`config.mk`:
```
export PLATFORM = sky130hd
export DESIGN_NAME = ttl_mux_scanner
export DESIGN_NICKNAME = d
export VERILOG_FILES = /design/src/rtl/ttl_mux_scanner.sv
export SDC_FILE = /design/constraint.sdc
export NUM_CORES = 1
export LEC_CHECK = 0
export BUFFER_PORTS_ARGS = -buffer_cell sky130_fd_sc_hd__buf_2
export CORE_MARGIN = 4
export CORE_UTILIZATION = 25
export DETAILED_ROUTE_END_ITERATION = 10
export RECOVER_POWER = 50
export SETUP_SLACK_MARGIN = 0.05
export SYNTH_ARGS = -nofsm -noshare
export SYNTH_HDL_FRONTEND = slang
export SYNTH_SLANG_ARGS = --single-unit
```
`constraint.sdc`:
```
create_clock -name clk -period 3.3 [get_ports clk]
set_clock_uncertainty 0.15 [all_clocks]
set_input_delay 0.66 -clock clk [delete_from_list [all_inputs] [get_ports clk]]
set_output_delay 0.66 -clock clk [all_outputs]
set_load 0.02 [all_outputs]
```
`src/rtl/ttl_mux_scanner.sv`:
```
// ttl_mux_scanner: registered CHANNELS x WIDTH:1 mux with direct select or an internal dwell-timed scan sequencer.
// Optional complementary outputs w_n (74x151 style) are enabled by defining TTL_MUX_SCANNER_WN_EN.
module ttl_mux_scanner #(
  parameter int WIDTH    = 4,
  parameter int CHANNELS = 2,
  parameter int DWELL    = 1,
  localparam int SEL_WIDTH = $clog2(WIDTH)
) (
  input  logic                      clk,
  input  logic                      rst_n,
  input  logic [SEL_WIDTH-1:0]      sel,
  input  logic                      scan,
  input  logic [CHANNELS*WIDTH-1:0] c,
  input  logic [CHANNELS-1:0]       g_n,
  output logic [CHANNELS-1:0]       y,
  output logic [SEL_WIDTH-1:0]      sel_q,
  output logic                      wrap
`ifdef TTL_MUX_SCANNER_WN_EN
  ,
  output logic [CHANNELS-1:0]       w_n
`endif
);
  localparam int DW = (DWELL > 1) ? $clog2(DWELL) : 1;
  typedef enum logic {DIRECT, SCANNING} state_t;
  state_t               state;
  logic [SEL_WIDTH-1:0] pos;
  logic [DW-1:0]        dwell;
  logic [SEL_WIDTH-1:0] s;
  logic [CHANNELS-1:0]  y_d;
  logic                 pos_last;
  logic                 dwell_last;
  assign s          = (state == SCANNING) ? pos : sel;
  assign pos_last   = pos == SEL_WIDTH'(WIDTH - 1);
  assign dwell_last = dwell == DW'(DWELL - 1);
  // An out-of-range select shifts the one-hot mask off the end, so it reads as 0.
  for (genvar k = 0; k < CHANNELS; k++) begin : g_ch
    assign y_d[k] = ~g_n[k] & |(c[k*WIDTH +: WIDTH] & (WIDTH'(1) << s));
  end
  // Sample the mux and advance the direct/scan sequencer on every edge.
  always_ff @(posedge clk or negedge rst_n) begin
    if (!rst_n) begin
      state <= DIRECT;
      pos   <= '0;
      dwell <= '0;
      y     <= '0;
      sel_q <= '0;
      wrap  <= 1'b0;
    end else begin
      y     <= y_d;
      sel_q <= s;
      wrap  <= 1'b0;
      if (state == DIRECT) begin
        if (scan) begin
          state <= SCANNING;
          pos   <= '0;
          dwell <= '0;
        end
      end else if (!scan) begin
        state <= DIRECT;
        pos   <= '0;
        dwell <= '0;
      end else if (dwell_last) begin
        dwell <= '0;
        pos   <= pos_last ? '0 : pos + 1'b1;
        wrap  <= pos_last;
      end else begin
        dwell <= dwell + 1'b1;
      end
    end
  end
`ifdef TTL_MUX_SCANNER_WN_EN
  assign w_n = ~y;
`endif
endmodule

```
=== After elaboration in Yosys (flattened, before gate mapping) ===
Cells that the tools add are included.

* Bits in registers: 9
* Logic and storage cells: 35

* Bitwise operators: 6
* Shift operators: 1
* Multiplexer cells: 14
* Equality and inequality tests: 2
* Reductions and logical operators: 4
* Add/sub/neg operators: 2

{| class="wikitable"
|+ Operator list
! kind !! number
|-
| 2-bit 2-to-1 mux || 6
|-
| 4-bit AND || 2
|-
| 1-bit 2-to-1 mux || 8
|-
| 4-bit OR reduction || 2
|-
| 1-bit by 2-bit << shifter with 4-bit output, first input constant || 1
|-
| 3-bit != test, second input constant || 1
|-
| 2-bit by 1-bit adder with 2-bit output, second input constant || 1
|-
| 1-bit AND || 2
|-
| 2-bit equality test, second input constant || 1
|-
| 1-bit NOT || 2
|-
| 2-bit AND reduction || 1
|-
| 2-bit nonzero test || 1
|-
| 1-bit adder, second input constant || 1
|}

=== Longest topological paths before layout ===
Gate-level depths: netlist of the first run.

* Depth in word-level cells: 5
* Depth in mapped cells: 5

=== Worst setup path before layout of the first run ===
OpenSTA, ideal clock, no wires.

* Kind: input to register
* Start: input port sel[0]
* End: register y[0]
* Path slack: 1.945 ns
* Setup time: 0.077 ns
* Arrival: 1.128 ns
* Stages: 3
* Data required time: 3.073 ns
* Path through: o32ai_4 -> a22oi_1 -> a21oi_1

* Word-level cells in the longest chain between the ends: 5

{| class="wikitable"
|+ RTL lines
! item !! RTL line !! RTL
|-
| from (decl) || 11 || <nowiki>input logic [SEL_WIDTH-1:0] sel,</nowiki>
|-
| 2-bit 2-to-1 mux || 32 || <nowiki>assign s = (state == SCANNING) ? pos : sel;</nowiki>
|-
| 1-bit by 2-bit << shifter with 4-bit output || 37 || <nowiki>assign y_d[k] = ~g_n[k] & |(c[k*WIDTH +: WIDTH] & (WIDTH'(1) << s));</nowiki>
|-
| 4-bit AND || 37 ||
|-
| 4-bit OR reduction || 37 ||
|-
| 1-bit AND || 37 ||
|-
| net y_d[0] || 29 || <nowiki>logic [CHANNELS-1:0] y_d;</nowiki>
|-
| to (signal assigned) || 49 || <nowiki>y <= y_d;</nowiki>
|-
| to (decl) || 15 || <nowiki>output logic [CHANNELS-1:0] y,</nowiki>
|}

The timed path passes the listed nets, and every way through them passes these cells.
A chain may end at the register's enable or synchronous reset.

=== Worst setup path in the final report of the first run ===
* Start: register sel_q[1]
* End: output port sel_q[1]

{| class="wikitable"
|+ RTL lines
! item !! RTL line !! RTL
|-
| from (decl) || 16 || <nowiki>output logic [SEL_WIDTH-1:0] sel_q,</nowiki>
|-
| from (signal assigned) || 50 || <nowiki>sel_q <= s;</nowiki>
|}

No word-level cell between the ends.

==> impl_metrics.ini, run 1 <==
[clock_tree]
post_cts_buffers = 0
cts_buffer_depth = 2
cts_hold_buf = 0
cts_buffers = 3
cts_sinks = 8
clk_transition_reported_paths_ps = 50
ctsResizeCount = 0
htreeDepth = 1
clock-root-buffer = clkbuf_4
worstSkewPairLatency_ps = 250
cts_tree = done

[yosys]
syn_area_per_cell_um2 = 10.8
async_reset_ff_share_pct = 100
synth.area.top_cells = dfrtp_1 50%, a22oi_1 7.5%, o32ai_4 6.9%, nand2_1 6.6%, ha_1 3.1%
yosysSeqAreaShare_pct = 50.0
synthDominantCellAreaShare_pct = 50.0
ys_types = 18
synth_ff_type = dfrtp_1
synthCells = 37
synth_edf_count = 0
yosys_warnings = 0
synth.net_count = 53
syn_area_um2 = 400
synth.most_common_cell = dfrtp_1
ys_seq_elements = 8
synth_top_area_cell = dfrtp_1
synthTopCellsByCount = 8 x dfrtp_1, 7 x nand2_1, 4 x a22oi_1

[cells_and_area]
fin_util_pct = 34.8
drive_above_1_share_pct = 39.7
nFillCells = 159
seq_area_um2 = 200
multi_input_area_um2 = 185
nNetsFinal = 76
diodes = 0
areaGrowthSynthToFinish_pct = 30.9

[job]
maxCapViolations = 0

[timing]
finalCriticalPeriod_ps = 1570
tns_ps = 0
setup_viol = 0
relSlewSlack_pct = 71.9
max_freq_mhz = 635
hold_violations = 0
finalCritPeriodShare_pct = 47.7
worst_pin_slew_ps = 422
timing.hold.ws_ps = 160
rsz0062_at_grt = false
slew_viol_final = 0

[worst_setup_path]
endpoint_kind = primary output
start_kind = flip-flop
slowest_stage = dfrtp_1
critical_path_buf_inv_count = 1
rr_worst_depth = 4
worst-path-max-fanout = 1
worst_ep_required_time_ps = 2490
worstSetupPathDepth = 1
path_cells = buf_2
slowest_delay_ps = 360
cp_data_arrival_time_ps = 760
critPathTopFamily = flip-flops
criticalPathCategory = flip-flop to primary output

[placement]
port_buffers = 19
place_hpwl_um = 660
gp_congestion = 0.783

[floorplanning]
dieArea_um2 = 2310
die_h_um = 48.0
core.rowCount = 14
io_pins = 20
coreArea_um2 = 1510
die_w_um = 48.0
initial_core_util_pct = 26.6

[worst_hold_path]
hold_class = input pin to asynchronous set/reset pin

[grt]
grt_pass1_vias = 283
antenna_found_initial = 0
grt_pass1_wl_um = 1160
grt_overflow = 0
track_usage_pct = 7.90
grt_max_degree = 14

[route]
ant_nets = 0
drc = 0
wl_per_cell_um = 11.0
wl_um = 814
viasPerCell = 4.65
vias = 344
first_pass_iters = 2
drt_iter0_drc = 2

[power]
p_leak_uw = 0.000265
ir_drop_v = 0.000229
p_per_area_nw_per_um2 = 428

[outcome]
run_status = finished clean
state kept, by name, summed over array words and instances, names as in the netlist:
name   flops
pos        2
sel_q      2
state      1
wrap       1
y          2
cell type report:
class	instances	share of cell area, %
flip-flops and latches	8	38.2
multi-input cells	27	35.3
inverters	1	0.716
well taps	16	3.82
clock buffers	3	4.30
repair buffers	19	17.7
final timing paths:
| kind | start | end | slack, ps |
|---|---|---|---|
| setup reg to reg | state | y[1] | 1790 |
| setup / recovery | sel_q[1] | sel_q[1] | 1730 |
| hold / removal | rst_n | sel_q[1] | 160 |
| hold reg to reg | pos[0] | pos[0] | 430 |
| min in group clk | g_n[0] | y[0] | 410 |
| max in group asynchronous | rst_n | y[1] | 2550 |
layout by cell type (no fill, tap or decap), types with 2 or more instances in the layout:
cell type	Yosys	layout
buf_2	0	17
dfrtp_1	8	8
nand2_1	7	7
a22oi_1	4	4
clkbuf_4	0	3
nand3_1	2	2
a21oi_1	2	2
clkbuf_1	0	2
kinds of logic after synthesis:
kind of cell,count (synthesis),share of synthesized area [%]
flip-flops,8,50.0
buffers and inverters,2,3.75
AO/OA/AOI/OAI,12,25.9
AND/OR/NAND/NOR,14,17.2
adder cells (fa/ha/maj),1,3.12
worst reg2reg max path: stages, from the launching register on:
cell and delay (ps):
dfrtp_1 520, nand2b_2 270, o22ai_1 190, a22oi_1 120
a21oi_1 160
routing by layer:
metal	routed length, µm	track usage (%)	part of all wire (%)
met1	383	10.8	47
met2	360	8.44	44
met3	70	6.77	8.6
met4	0	3.23	0
met5	0	0	0
power breakdown:
part	switching, µW	total, µW	internal, µW
Clock	29.6	70.9	41.4
Sequential	7.43	113	105
Combinational	21.7	40.8	19.2
Total	58.7	224	166
stage by stage:
| step | std cells | worst slack [ps] | area (µm²) | power [µW] |
|---|---|---|---|---|
| 6_report | 74 | 1730 | 524 | 224 |
| 3_5_place_dp | 71 | 1720 | 504 | 156 |
| 3_3_place_gp | 71 | 1720 | 504 | 156 |
| 5_1_grt | 74 | 1690 | 524 | 239 |
| 4_1_cts | 74 | 1710 | 527 | 230 |
| 2_1_floorplan | 37 | 1940 | 400 | 138 |
No activity file was read; power rests on OpenSTA's default activity.
==> run 2, diff against run 1 <==
==> constraint.sdc (replaced) <==
create_clock -name clk -period 1.61 [get_ports clk]
set_clock_uncertainty 0.15 [all_clocks]
set_input_delay 0.322 -clock clk [delete_from_list [all_inputs] [get_ports clk]]
set_output_delay 0.322 -clock clk [all_outputs]
set_load 0.02 [all_outputs]
==> run 2 against run 1 <==
  * Count of clock-buffer cells in the layout unchanged
  * Combinational power up 120%
  * Design area up 3.3%
  * Register-to-register slack worse by 1600 ps
  * Power up 110%
  * Critical endpoint is now y[0]
==> impl_metrics.ini, run 2 (same netlist as run 1, synthesis figures left out) <==
[grt]
antenna_found_initial = 0
grt_pass1_vias = 276
grt_pass1_wl_um = 1120
grt_overflow = 0
grt_max_degree = 11
track_usage_pct = 7.53

[route]
viasPerCell = 4.58
wl_met1_um = 301
vias = 348
drc = 0
top_layer_used = met3
wl_per_cell_um = 10.4
ant_nets = 0
wl_um = 792
first_pass_iters = 4
route.met2.wl_um = 394
drt_iter0_drc = 8
met3_length_um = 95

[clock_tree]
cts_buffers = 3
worstSkewPairLatency_ps = 250
clock-root-buffer = clkbuf_4
cts_sinks = 8
htreeDepth = 1
clk_transition_reported_paths_ps = 50
cts_buffer_depth = 2
cts_tree = done

[outcome]
run_status = finished clean

[floorplanning]
coreArea_um2 = 1510
die_w_um = 48.0
die_h_um = 48.0
initial_core_util_pct = 26.6
core.rowCount = 14
io_pins = 20
dieArea_um2 = 2310

[job]
maxCapViolations = 0

[power]
p_per_area_nw_per_um2 = 865
p_leak_uw = 0.000274
ir_drop_v = 0.000501

[timing]
tns_ps = 0
relSlewSlack_pct = 72.3
max_freq_mhz = 708
finalCriticalPeriod_ps = 1410
worst_pin_slew_ps = 416
hold_violations = 0
slew_viol_final = 0
setup_viol = 0
rsz0062_at_grt = false
finalCritPeriodShare_pct = 87.8

[placement]
gp_congestion = 0.709
placed_cell_area_um2 = 512
port_buffers = 19
place_hpwl_um = 675

[cells_and_area]
nNetsFinal = 78
stdcell_area_um2 = 542
mostFrequentLayoutCell = buf_2
drive_above_1_share_pct = 40.0
diodes = 0
areaGrowthSynthToFinish_pct = 35.3
most-common-layout-cells = 17 x buf_2, 8 x dfrtp_1, 7 x nand2_1
largest_registers = pos: 2 flops, sel_q: 2 flops, y: 2 flops

[worst_setup_path]
r2r-start = state
slowest_stage = dfrtp_1
endpoint_kind = flip-flop
criticalPathCategory = flip-flop to flip-flop
critical_path_buf_inv_count = 0
path_cells = nand2b_2 > o22ai_1 > a22oi_1 > a21oi_1
worst_ep_required_time_ps = 1640
start_kind = flip-flop
critPathTopFamily = flip-flops
worst-path-max-fanout = 10
cp_data_arrival_time_ps = 1440
slowest_delay_ps = 480
critPathLaunch = state

[worst_hold_path]
worstHoldStart = g_n[1]
hold_class = input pin to flip-flop
-- run 2: final cells by class --
class	instances	area, µm²
clock buffers	3	22.5
inverters	1	3.75
flip-flops and latches	8	200
fillers	157	965
well taps	16	20.0
multi-input cells	27	185
repair buffers	21	110
-- run 2: stage by stage --
stage | total power (µW) | hold slack [ps] | setup WS [ps] | util (%) | instances
2_1_floorplan | 282 | -124 | 393 | - | 37
3_3_place_gp | 321 | 21.8 | 216 | 34.0 | 72
3_5_place_dp | 322 | 23.8 | 186 | 34.0 | 72
6_report | 468 | 62.8 | 197 | 36.0 | 76
5_1_grt | 499 | 57.5 | 87.9 | 36.0 | 76
4_1_cts | 479 | 53.7 | 173 | 36.1 | 76
-- run 2: path summary, 6_finish.rpt --
path                             to  slack [ps]  cells after the start
max                            y[0]         200                      4
max in group asynchronous      wrap         660                      2
min                            y[1]          60                      2
min reg2reg                  pos[0]         430                      1
max reg2reg                    y[0]         200                      4
min in group asynchronous  sel_q[0]         360                      2
-- run 2: report_power, final --
| group | internal (µW) | leakage (µW) | total (µW) | switching [µW] |
|---|---|---|---|---|
| clock | 85.1 | 0.0000138 | 150 | 65.3 |
| combinational | 42.6 | 0.000157 | 89.0 | 46.3 |
| sequential | 215 | 0.000104 | 229 | 13.6 |
-- run 2: routing by layer --
metal,vias up,global-route usage [%]
met5,-,0
met4,0,1.61
met3,0,7.14
met2,11,10.3
met1,155,8.56
li1,182,-
-- run 2: timing repair --
action	in CTS	in global routing
setup buffers	0	0
resized for setup	0	0
hold endpoints to repair	8	0
hold buffers	1	0
==> run 3, diff against run 2 <==
--- a/config.mk
+++ b/config.mk
@@ -8,6 +8,7 @@
 export BUFFER_PORTS_ARGS = -buffer_cell sky130_fd_sc_hd__buf_2
 export CORE_MARGIN = 4
 export CORE_UTILIZATION = 25
+export CTS_BUF_LIST = sky130_fd_sc_hd__clkbuf_16
 export DETAILED_ROUTE_END_ITERATION = 10
 export RECOVER_POWER = 50
 export SETUP_SLACK_MARGIN = 0.05
==> run 3 against run 2 <==
  * Combinational power about the same
  * Critical path depth unchanged
  * Design area increased by 9.7%
  * Routed wire length increased by 2.9%
  * Non-clock buffer count unchanged
  * Power increased by 56%
  * Critical path type unchanged
  * Cell count unchanged
  * Setup slack improved by 2.5 ps
  * Highest routed layer is now met4
  * Register-to-register slack about the same
==> impl_metrics.ini, run 3 (same netlist as run 1, synthesis figures left out) <==
[cells_and_area]
most-common-layout-cells = 17 x buf_2, 8 x dfrtp_1, 7 x nand2_1
fin_util_pct = 39.5
nNetsFinal = 78
mostFrequentLayoutCell = buf_2
areaGrowthSynthToFinish_pct = 48.4
multi_input_area_um2 = 185
largest_registers = pos: 2 flops, sel_q: 2 flops, y: 2 flops
layout.cells.non_filler = 76
nFillCells = 152
drive_above_1_share_pct = 40.0
diodes = 0
seq_area_um2 = 200

[placement]
post-place-cells = 72
place_hpwl_um = 675
port_buffers = 19
gp_congestion = 0.709

[power]
p_per_area_nw_per_um2 = 1230
p_leak_uw = 0.000297
ir_drop_v = 0.000617
p_total_uw = 731

[floorplanning]
dieArea_um2 = 2310
core.rowCount = 14
die_w_um = 48.0
coreArea_um2 = 1510
io_pins = 20
initial_core_util_pct = 26.6
die_h_um = 48.0

[route]
vias = 352
wl_per_cell_um = 10.7
drt_iter0_drc = 6
drc = 0
route.met2.wl_um = 387
ant_nets = 0
met3_length_um = 97
wl_met1_um = 320
top_layer_used = met4
first_pass_iters = 4
wl_um = 815
viasPerCell = 4.63

[grt]
track_usage_pct = 8.37
grt_max_degree = 11
grt_overflow = 0
grt_pass1_vias = 279
antenna_found_initial = 0
grt_pass1_wl_um = 1180

[timing]
rsz0062_at_grt = false
hold_violations = 0
setup_viol = 0
timing.hold.ws_ps = 87.2
slew_viol_final = 0
worst_pin_slew_ps = 418
finalCritPeriodShare_pct = 87.6
finalCriticalPeriod_ps = 1410
max_freq_mhz = 709
tns_ps = 0
relSlewSlack_pct = 72.1

[worst_setup_path]
worst-path-max-fanout = 10
worst_ep_required_time_ps = 1610
cp_data_arrival_time_ps = 1410
start_kind = flip-flop
endpoint_kind = flip-flop
critPathLaunch = state
criticalPathCategory = flip-flop to flip-flop
r2r-start = state

[clock_tree]
post_cts_buffers = 0
cts_buffers = 3
htreeDepth = 1
cts_tree = done
worstSkewPairLatency_ps = 230
cts_buffer_depth = 2
clk_transition_reported_paths_ps = 40
clock-root-buffer = clkbuf_16
cts_sinks = 8

[worst_hold_path]
worstHoldStart = g_n[1]
hold_class = input pin to flip-flop

[job]
maxCapViolations = 0

[outcome]
run_status = finished clean
==> run 3: cell types whose count changed in the layout (fill, tap and decap cells not counted) <==
cell and change:
clkbuf_16 +3, clkbuf_4 -3
==> run 3: layout make-up <==
| class | count | share of cell area, % |
|---|---|---|
| multi-input cells | 27 | 31.2 |
| clock buffers | 3 | 12.6 |
| flip-flops and latches | 8 | 33.7 |
| repair buffers | 21 | 18.5 |
| well taps | 16 | 3.37 |
| inverters | 1 | 0.632 |
==> run 3: worst max-delay path: stages (launching register included) <==
cell	delay, ps
dfrtp_1	480
nand2b_2	240
o22ai_1	190
a22oi_1	120
a21oi_1	150
==> run 3: what timing repair did <==
| item | CTS | global route |
|---|---|---|
| endpoints found under the setup margin | 0 | 0 |
| endpoints found under the hold margin | 8 | 0 |
| hold buffers | 1 | 0 |
| gates resized for setup | 0 | 0 |
==> run 3: worst paths after layout <==
path	cells after the start	slack, ps	end
max	4	200	y[0]
min	2	90	y[1]
max reg2reg	4	200	y[0]
min reg2reg	1	430	pos[0]
max in group asynchronous	2	640	wrap
min in group asynchronous	2	380	sel_q[0]
==> run 3: per-stage QoR <==
| step | setup WS [ps] | area, µm² |
|---|---|---|
| after floorplan | 393 | 400 |
| after global placement | 216 | 512 |
| after detailed placement | 186 | 512 |
| after CTS | 177 | 597 |
| after global routing | 94.0 | 594 |
| final | 200 | 594 |
==> run 3: metal layers <==
layer / vias up / GRT usage [%]
met5: - / 0
met4: 0 / 6.45
met3: 2 / 7.14
met2: 11 / 10.3
met1: 156 / 9.01
li1: 183 / -
==> run 3: report_power, final <==
part	internal [µW]	switching, µW
clock network	320	92.8
registers	216	13.6
logic	42.6	46.3
total	579	153
